`src/rtl/timer_pkg.sv`:
```
// Shared types, digit limits and preset clamping for the BCD countdown timer.
package timer_pkg;

    localparam int unsigned DIGIT_W    = 4;
    localparam int unsigned NUM_DIGITS = 6;
    localparam int unsigned CNT_W      = DIGIT_W * NUM_DIGITS;

    localparam logic [DIGIT_W-1:0] DIGIT_MAX_TENS  = 4'd5;
    localparam logic [DIGIT_W-1:0] DIGIT_MAX_UNITS = 4'd9;

    typedef enum logic [1:0] {
        ST_IDLE  = 2'd0,
        ST_RUN   = 2'd1,
        ST_PAUSE = 2'd2,
        ST_ALARM = 2'd3
    } state_t;

    // Digit 0 is 10ms; digits 3 (10s) and 5 (10m) are base-6.
    function automatic logic [DIGIT_W-1:0] digit_max(input int unsigned idx);
        return (idx == 3 || idx == 5) ? DIGIT_MAX_TENS : DIGIT_MAX_UNITS;
    endfunction

    function automatic logic [DIGIT_W-1:0] clamp_digit(input logic [DIGIT_W-1:0] d,
                                                       input logic [DIGIT_W-1:0] max);
        return (d > max) ? max : d;
    endfunction

    function automatic logic [CNT_W-1:0] clamp_preset(input logic [CNT_W-1:0] p);
        logic [CNT_W-1:0] r;
        r = '0;
        for (int unsigned i = 0; i < NUM_DIGITS; i++) begin
            r[i*DIGIT_W +: DIGIT_W] = clamp_digit(p[i*DIGIT_W +: DIGIT_W], digit_max(i));
        end
        return r;
    endfunction

endpackage

```
`src/rtl/bcd_down_digit.sv`:
```
// One BCD down-counting digit; wraps to MAX on borrow and passes the borrow upward.
module bcd_down_digit
    import timer_pkg::*;
#(
    parameter logic [DIGIT_W-1:0] MAX = DIGIT_MAX_UNITS
) (
    input  logic               clk,
    input  logic               rst,
    input  logic               load,
    input  logic [DIGIT_W-1:0] load_data,
    input  logic               borrow_in,
    input  logic               dec_en,
    output logic [DIGIT_W-1:0] digit,
    output logic               borrow_out_c,
    output logic               is_zero_c
);

    assign is_zero_c    = (digit == '0);
    assign borrow_out_c = borrow_in && is_zero_c;

    // Digit register: load wins over decrement.
    always_ff @(posedge clk) begin
        if (rst) begin
            digit <= '0;
        end else if (load) begin
            digit <= load_data;
        end else if (dec_en && borrow_in) begin
            digit <= is_zero_c ? MAX : digit - DIGIT_W'(1);
        end
    end

endmodule

```
`src/rtl/bcd_countdown_timer.sv`:
```
// mm:ss.cc countdown timer: FSM, prescaler, alarm hold counter and reload register.
module bcd_countdown_timer
    import timer_pkg::*;
#(
    parameter int unsigned TICK_DIV   = 500000,
    parameter int unsigned TICK_W     = 19,
    parameter int unsigned ALARM_HOLD = 100
) (
    input  logic             iCLK,
    input  logic             iRST,
    input  logic             iLOAD,
    input  logic [CNT_W-1:0] iPRESET,
    input  logic             iSTART,
    input  logic             iSTOP,
    input  logic             iMODE,
    output logic [CNT_W-1:0] oCNT,
    output logic             oRUN,
    output logic             oDONE,
    output logic             oALARM
);

    localparam int unsigned ALARM_W = (ALARM_HOLD < 2) ? 1 : $clog2(ALARM_HOLD + 1);

    state_t             state_q, state_d;
    logic [TICK_W-1:0]  pre_q, pre_d;
    logic [ALARM_W-1:0] alarm_cnt_q, alarm_cnt_d;
    logic [CNT_W-1:0]   reload_q, reload_d;
    logic               pend_q, pend_d;
    logic               run_q, done_q, done_d, alarm_q;

    logic [CNT_W-1:0]      cnt;
    logic [NUM_DIGITS:0]   borrow_c;
    logic [NUM_DIGITS-1:0] is_zero_c;
    logic                  dig_load_c, dig_dec_c;
    logic [CNT_W-1:0]      dig_data_c;
    logic                  counting_c, tick_c, cnt_zero_c, cnt_one_c;

    // Borrow chain from 10ms up to 10m; a borrow out of the top means every digit is zero.
    assign borrow_c[0] = 1'b1;
    for (genvar i = 0; i < NUM_DIGITS; i++) begin : g_digit
        bcd_down_digit #(
            .MAX((i == 3 || i == 5) ? DIGIT_MAX_TENS : DIGIT_MAX_UNITS)
        ) u_digit (
            .clk         (iCLK),
            .rst         (iRST),
            .load        (dig_load_c),
            .load_data   (dig_data_c[i*DIGIT_W +: DIGIT_W]),
            .borrow_in   (borrow_c[i]),
            .dec_en      (dig_dec_c),
            .digit       (cnt[i*DIGIT_W +: DIGIT_W]),
            .borrow_out_c(borrow_c[i+1]),
            .is_zero_c   (is_zero_c[i])
        );
    end

    assign cnt_zero_c = borrow_c[NUM_DIGITS];
    assign cnt_one_c  = (cnt[DIGIT_W-1:0] == DIGIT_W'(1)) && (&is_zero_c[NUM_DIGITS-1:1]);
    assign counting_c = (state_q == ST_RUN) || (state_q == ST_ALARM && alarm_cnt_q != '0);
    assign tick_c     = counting_c && (pre_q == TICK_W'(TICK_DIV - 1));

    assign oCNT   = cnt;
    assign oRUN   = run_q;
    assign oDONE  = done_q;
    assign oALARM = alarm_q;

    // State and datapath registers.
    always_ff @(posedge iCLK) begin
        if (iRST) begin
            state_q     <= ST_IDLE;
            pre_q       <= '0;
            alarm_cnt_q <= '0;
            reload_q    <= '0;
            pend_q      <= 1'b0;
            run_q       <= 1'b0;
            done_q      <= 1'b0;
            alarm_q     <= 1'b0;
        end else begin
            state_q     <= state_d;
            pre_q       <= pre_d;
            alarm_cnt_q <= alarm_cnt_d;
            reload_q    <= reload_d;
            pend_q      <= pend_d;
            run_q       <= (state_d == ST_RUN);
            done_q      <= done_d;
            alarm_q     <= (alarm_cnt_d != '0);
        end
    end

    // Next-state, prescaler, alarm and digit control.
    always_comb begin
        state_d     = state_q;
        pre_d       = pre_q;
        alarm_cnt_d = alarm_cnt_q;
        reload_d    = reload_q;
        pend_d      = pend_q;
        done_d      = 1'b0;
        dig_load_c  = 1'b0;
        dig_dec_c   = 1'b0;
        dig_data_c  = reload_q;

        if (counting_c) begin
            pre_d = tick_c ? '0 : pre_q + TICK_W'(1);
        end
        if (tick_c && alarm_cnt_q != '0) begin
            alarm_cnt_d = alarm_cnt_q - ALARM_W'(1);
        end

        if (iLOAD) begin
            dig_load_c  = 1'b1;
            dig_data_c  = clamp_preset(iPRESET);
            reload_d    = clamp_preset(iPRESET);
            pre_d       = '0;
            alarm_cnt_d = '0;
            pend_d      = 1'b0;
            state_d     = ST_IDLE;
        end else begin
            case (state_q)
                ST_IDLE: begin
                    if (!iSTOP && iSTART && !cnt_zero_c) state_d = ST_RUN;
                end
                ST_PAUSE: begin
                    if (!iSTOP && iSTART) state_d = ST_RUN;
                end
                ST_RUN: begin
                    // The prescaler still advances on the pausing edge so resume timing is exact.
                    if (tick_c) begin
                        if (pend_q) begin
                            dig_load_c = 1'b1;
                            pend_d     = 1'b0;
                        end else if (cnt_one_c) begin
                            dig_dec_c   = 1'b1;
                            done_d      = 1'b1;
                            alarm_cnt_d = ALARM_W'(ALARM_HOLD);
                            if (iMODE && reload_q != '0) pend_d  = 1'b1;
                            else                         state_d = ST_ALARM;
                        end else begin
                            dig_dec_c = 1'b1;
                        end
                    end
                    if (iSTOP && state_d == ST_RUN) state_d = ST_PAUSE;
                end
                ST_ALARM: begin
                    if (iSTOP) begin
                        alarm_cnt_d = '0;
                        state_d     = ST_IDLE;
                    end else if (alarm_cnt_d == '0) begin
                        state_d = ST_IDLE;
                    end
                end
                default: state_d = ST_IDLE;
            endcase
        end
    end

endmodule

```
`config.mk`:
```
export PLATFORM = sky130hd
export DESIGN_NAME = bcd_countdown_timer
export DESIGN_NICKNAME = d
export VERILOG_FILES = /design/src/rtl/timer_pkg.sv /design/src/rtl/bcd_down_digit.sv /design/src/rtl/bcd_countdown_timer.sv
export SDC_FILE = /design/constraint.sdc
export NUM_CORES = 1
export LEC_CHECK = 0
export BUFFER_PORTS_ARGS = -buffer_cell sky130_fd_sc_hd__buf_2
export CAP_MARGIN = 20
export CORE_MARGIN = 5
export CORE_UTILIZATION = 53
export DETAILED_ROUTE_END_ITERATION = 10
export GPL_TIMING_DRIVEN = 0
export PLACE_DENSITY = 0.82
export SYNTH_ARGS = -nofsm -noshare
export SYNTH_HDL_FRONTEND = slang
export SYNTH_HIERARCHICAL = 1
export SYNTH_SLANG_ARGS = --single-unit
export TNS_END_PERCENT = 1
```
`constraint.sdc`:
```
create_clock -name iCLK -period 4.3 [get_ports iCLK]
set_input_delay 0 -clock iCLK [delete_from_list [all_inputs] [get_ports iCLK]]
set_output_delay 0 -clock iCLK [all_outputs]
set_load 0.1 [all_outputs]
```
==> impl_metrics.ini <==
[outcome]
outcome = completed

[global_route]
grt_pass1_wl_mm = 16.7
grt_overflow = 0
grt_pass1_vias = 3800
grt_max_degree = 32
antenna_found_initial = 0
grt_util_all_layers = 0.208

[placed_design]
place_congestion = 0.865
numPortBuffers = 56
hpwl_mm = 7.27

[clock_network]
htreeDepth = 3
cts_tree = done
cts_sinks = 80
clock_latency_ns = 0.36
cts_buffer_depth = 2
clkSlewWorstSetupHoldPaths_ns = 0.08
cts.repair.resized = 0
post-cts-setup-buffers = 0
cts_buffers = 9
cts_hold_buf = 0
root_buffer = clkbuf_8

[drt]
vias = 3790
drt_iter0_drc = 181
dr.max_layer_used = met4
routed_wl_mm = 9.89
drc_errors = 0
drtPass1Iterations = 5
wl_met2_mm = 4.96
routedWlPerCell_um = 14.9
routed_via_density = 5.71
met1_length_mm = 4.07
ant_nets = 0
wl_met3_um = 581

[synthesis]
yosysSeqAreaShare = 0.393
synth_area_per_cell_um2 = 8.37
synth_top_area_share = 0.393
yosys.area.top_type = dfxtp_1
synth_edf_count = 0
synth_common_cells = 80 x dfxtp_1, 54 x nor2_1, 44 x nand2_1
synth_most_common_cell = dfxtp_1
synthTopCellsByArea = dfxtp_1 39%, nor2_1 5.0%, nor2b_1 4.9%, nand2_1 4.1%, inv_1 3.3%
ys.flop_type = dfxtp_1
synth_cells = 486
synthArstFlopShare = 0
ys_seq_elements = 80
ys.warnings.count = 6
ys_types = 58
synth_area_mm2 = 0.00407

[finish]
antenna_cells = 0
layout.nets = 589
nFillCells = 660
drive_above_1_share = 0.189
syn_to_final_growth_pct = 15.3

[min_path]
hold_path_class = in -> reg
hold-path-endpoint = reload_q[1]
hold_path_startpoint = iPRESET[1]
holdPathStages = 4

[power_and_ir_drop]
switching_share = 0.303
p_int_uw = 1100
power.density_mw_per_mm2 = 337
p_total_uw = 1580
clock_power_share = 0.342
static-leakage-power_uw = 0.00179
p_comb_frac = 0.160
p_sw_uw = 480
power_frac_seq = 0.498
peakVddDrop_v = 0.000273

[floorplanning]
rows = 32
dieWidth_um = 97.6
fp.dieH_um = 97.6
coreArea_mm2 = 0.00761
dieArea_mm2 = 0.00953
ios = 57
start_util = 0.535

[setup_path]
critical_path.max_stage_delay_ns = 0.79
required_ns = 4.58
crit_family = simple AND/OR/NAND/NOR gates
rr_startpoint = pre_q[0]
worstPathMaxFanout = 10
cp_num_cells = 9
critical_path.startpoint_type = flop
reg2reg_depth = 9
timing.rr.end = g_digit[5].u_digit/digit[1]
critPathBufInv = 2
worst_path_max_delay_cell = nor4_2
cp-end-kind = flop
cp_cell_sequence = ha_1 -> nand4_1 -> inv_1 -> nand2_1 -> nor4_2 -> buf_4 -> nand4bb_4 -> or3_1 -> a31oi_1
rrSetupSlack_ns = 1.23
critPathKind = reg -> reg
cp.arrival_ns = 3.34

[timing]
slew_headroom = 0.315
finalSetupTns_ns = 0
finalSetupViolations = 0
slew_viol_final = 0
rsz0062_at_grt = no
fin_crit_sh = 0.714
timing.fmax_ghz = 0.326
worst_pin_slew_ns = 1.02
fin_crit_ns = 3.07
timing.clock.skew_ns = 0.0127
hold_viol = 0

[flow_run]
drv_cap = 0
==> flip-flops by register name, summed over array words and instances, names as in the netlist <==
signal and count:
g_digit.u_digit/digit 24, reload_q 24, pre_q 19, alarm_cnt_q 7
state_q 2, oALARM 1, oDONE 1, oRUN 1
pend_q 1
==> through the flow <==
step | std cells | instance area, um2 | hold slack, ns | utilization | setup slack, ns
4_1_cts | 664 | 4690 | 0.0176 | 0.617 | 1.26
3_3_place_gp | 647 | 4490 | 0.380 | 0.590 | -0.117
3_5_place_dp | 648 | 4500 | 0.390 | 0.592 | 1.31
5_1_grt | 664 | 4690 | 0.0337 | 0.617 | 0.961
6_report | 664 | 4690 | 0.0257 | 0.617 | 1.23
2_1_floorplan | 489 | 4080 | 0.0679 | - | 0.894
==> worst register-to-register path: cells and delay by family, from the launching register on <==
family / cells / cell delay [ns]
simple gates: 5 / 1.72
buf+inv: 2 / 0.52
flops: 1 / 0.38
fa+ha+maj: 1 / 0.18
compound gates: 1 / 0.17
==> worst max path at each step <==
stage	to	start	slack (ns)
finish	g_digit[5].u_digit/digit[1]	pre_q[0]	1.23
global route	g_digit[3].u_digit/digit[1]	pre_q[0]	0.96
CTS	g_digit[5].u_digit/digit[1]	pre_q[0]	1.26
detailed placement	g_digit[5].u_digit/digit[1]	pre_q[0]	1.31
global placement	g_digit[2].u_digit/digit[3]	pre_q[0]	-0.12
floorplan	g_digit[0].u_digit/digit[2]	pre_q[5]	0.89
==> layout by cell type, fill, tap and decap left out, types with 3 or more instances in the layout <==
| cell type | Yosys | layout |
|---|---|---|
| nand4_1 | 5 | 5 |
| o211ai_1 | 4 | 4 |
| a211oi_1 | 4 | 4 |
| o21ai_0 | 25 | 25 |
| o21a_1 | 4 | 4 |
| a21oi_1 | 16 | 16 |
| nor4_1 | 15 | 14 |
| and3_1 | 6 | 6 |
| nor2_1 | 54 | 54 |
| and2_1 | 10 | 10 |
| mux2_2 | 4 | 4 |
| a21o_1 | 5 | 5 |
| xnor2_1 | 8 | 8 |
| nand3b_1 | 4 | 4 |
| inv_1 | 36 | 36 |
| and4bb_4 | 4 | 4 |
| clkinvlp_4 | 0 | 3 |
| clkbuf_1 | 7 | 9 |
| conb_1 | 1 | 4 |
| buf_2 | 2 | 58 |
| or3_1 | 6 | 6 |
| xor2_1 | 15 | 15 |
| a31oi_1 | 12 | 12 |
| nor3_1 | 5 | 5 |
| nand2_1 | 44 | 44 |
| nand3_1 | 26 | 26 |
| a311oi_2 | 4 | 4 |
| a311oi_1 | 8 | 8 |
| a21boi_0 | 3 | 3 |
| clkbuf_8 | 1 | 10 |
| dfxtp_1 | 80 | 80 |
| nor2b_1 | 32 | 32 |
| nand2b_1 | 5 | 5 |
==> cell type report <==
| type | instances | area [um2] | share of cell area |
|---|---|---|---|
| clock buffer | 11 | 131 | 0.0280 |
| multi-input combinational | 361 | 2290 | 0.487 |
| tap | 102 | 128 | 0.0272 |
| timing repair buffer | 57 | 288 | 0.0613 |
| buffer | 12 | 65.1 | 0.0139 |
| clock inverter | 5 | 57.6 | 0.0123 |
| inverter | 36 | 135 | 0.0288 |
| sequential | 80 | 1600 | 0.341 |
==> routing by layer <==
metal | vias up | GRT usage
met3 | 28 | 0.0416
met1 | 1793 | 0.242
met2 | 131 | 0.364
met5 | - | 0
li1 | 1838 | -
met4 | 0 | 0.0990
==> power groups by stage <==
stage / Sequential (uW) / Clock [uW] / Combinational (uW)
after CTS: 788 / 551 / 252
after floorplan: 893 / 0 / 98.0
after global placement: 804 / 0 / 247
after detailed placement: 805 / 0 / 251
after global routing: 792 / 588 / 270
final: 788 / 542 / 253
==> cell families after synthesis <==
| family | count (synthesis) | share of synthesized area |
|---|---|---|
| other cells | 1 | 0.000921 |
| fa+ha+maj | 2 | 0.00615 |
| mux | 5 | 0.0135 |
| simple gates | 234 | 0.329 |
| flops | 80 | 0.393 |
| xor+xnor | 23 | 0.0495 |
| buf+inv | 48 | 0.0492 |
| compound gates | 93 | 0.159 |
No activity file was read; power rests on OpenSTA's default activity.
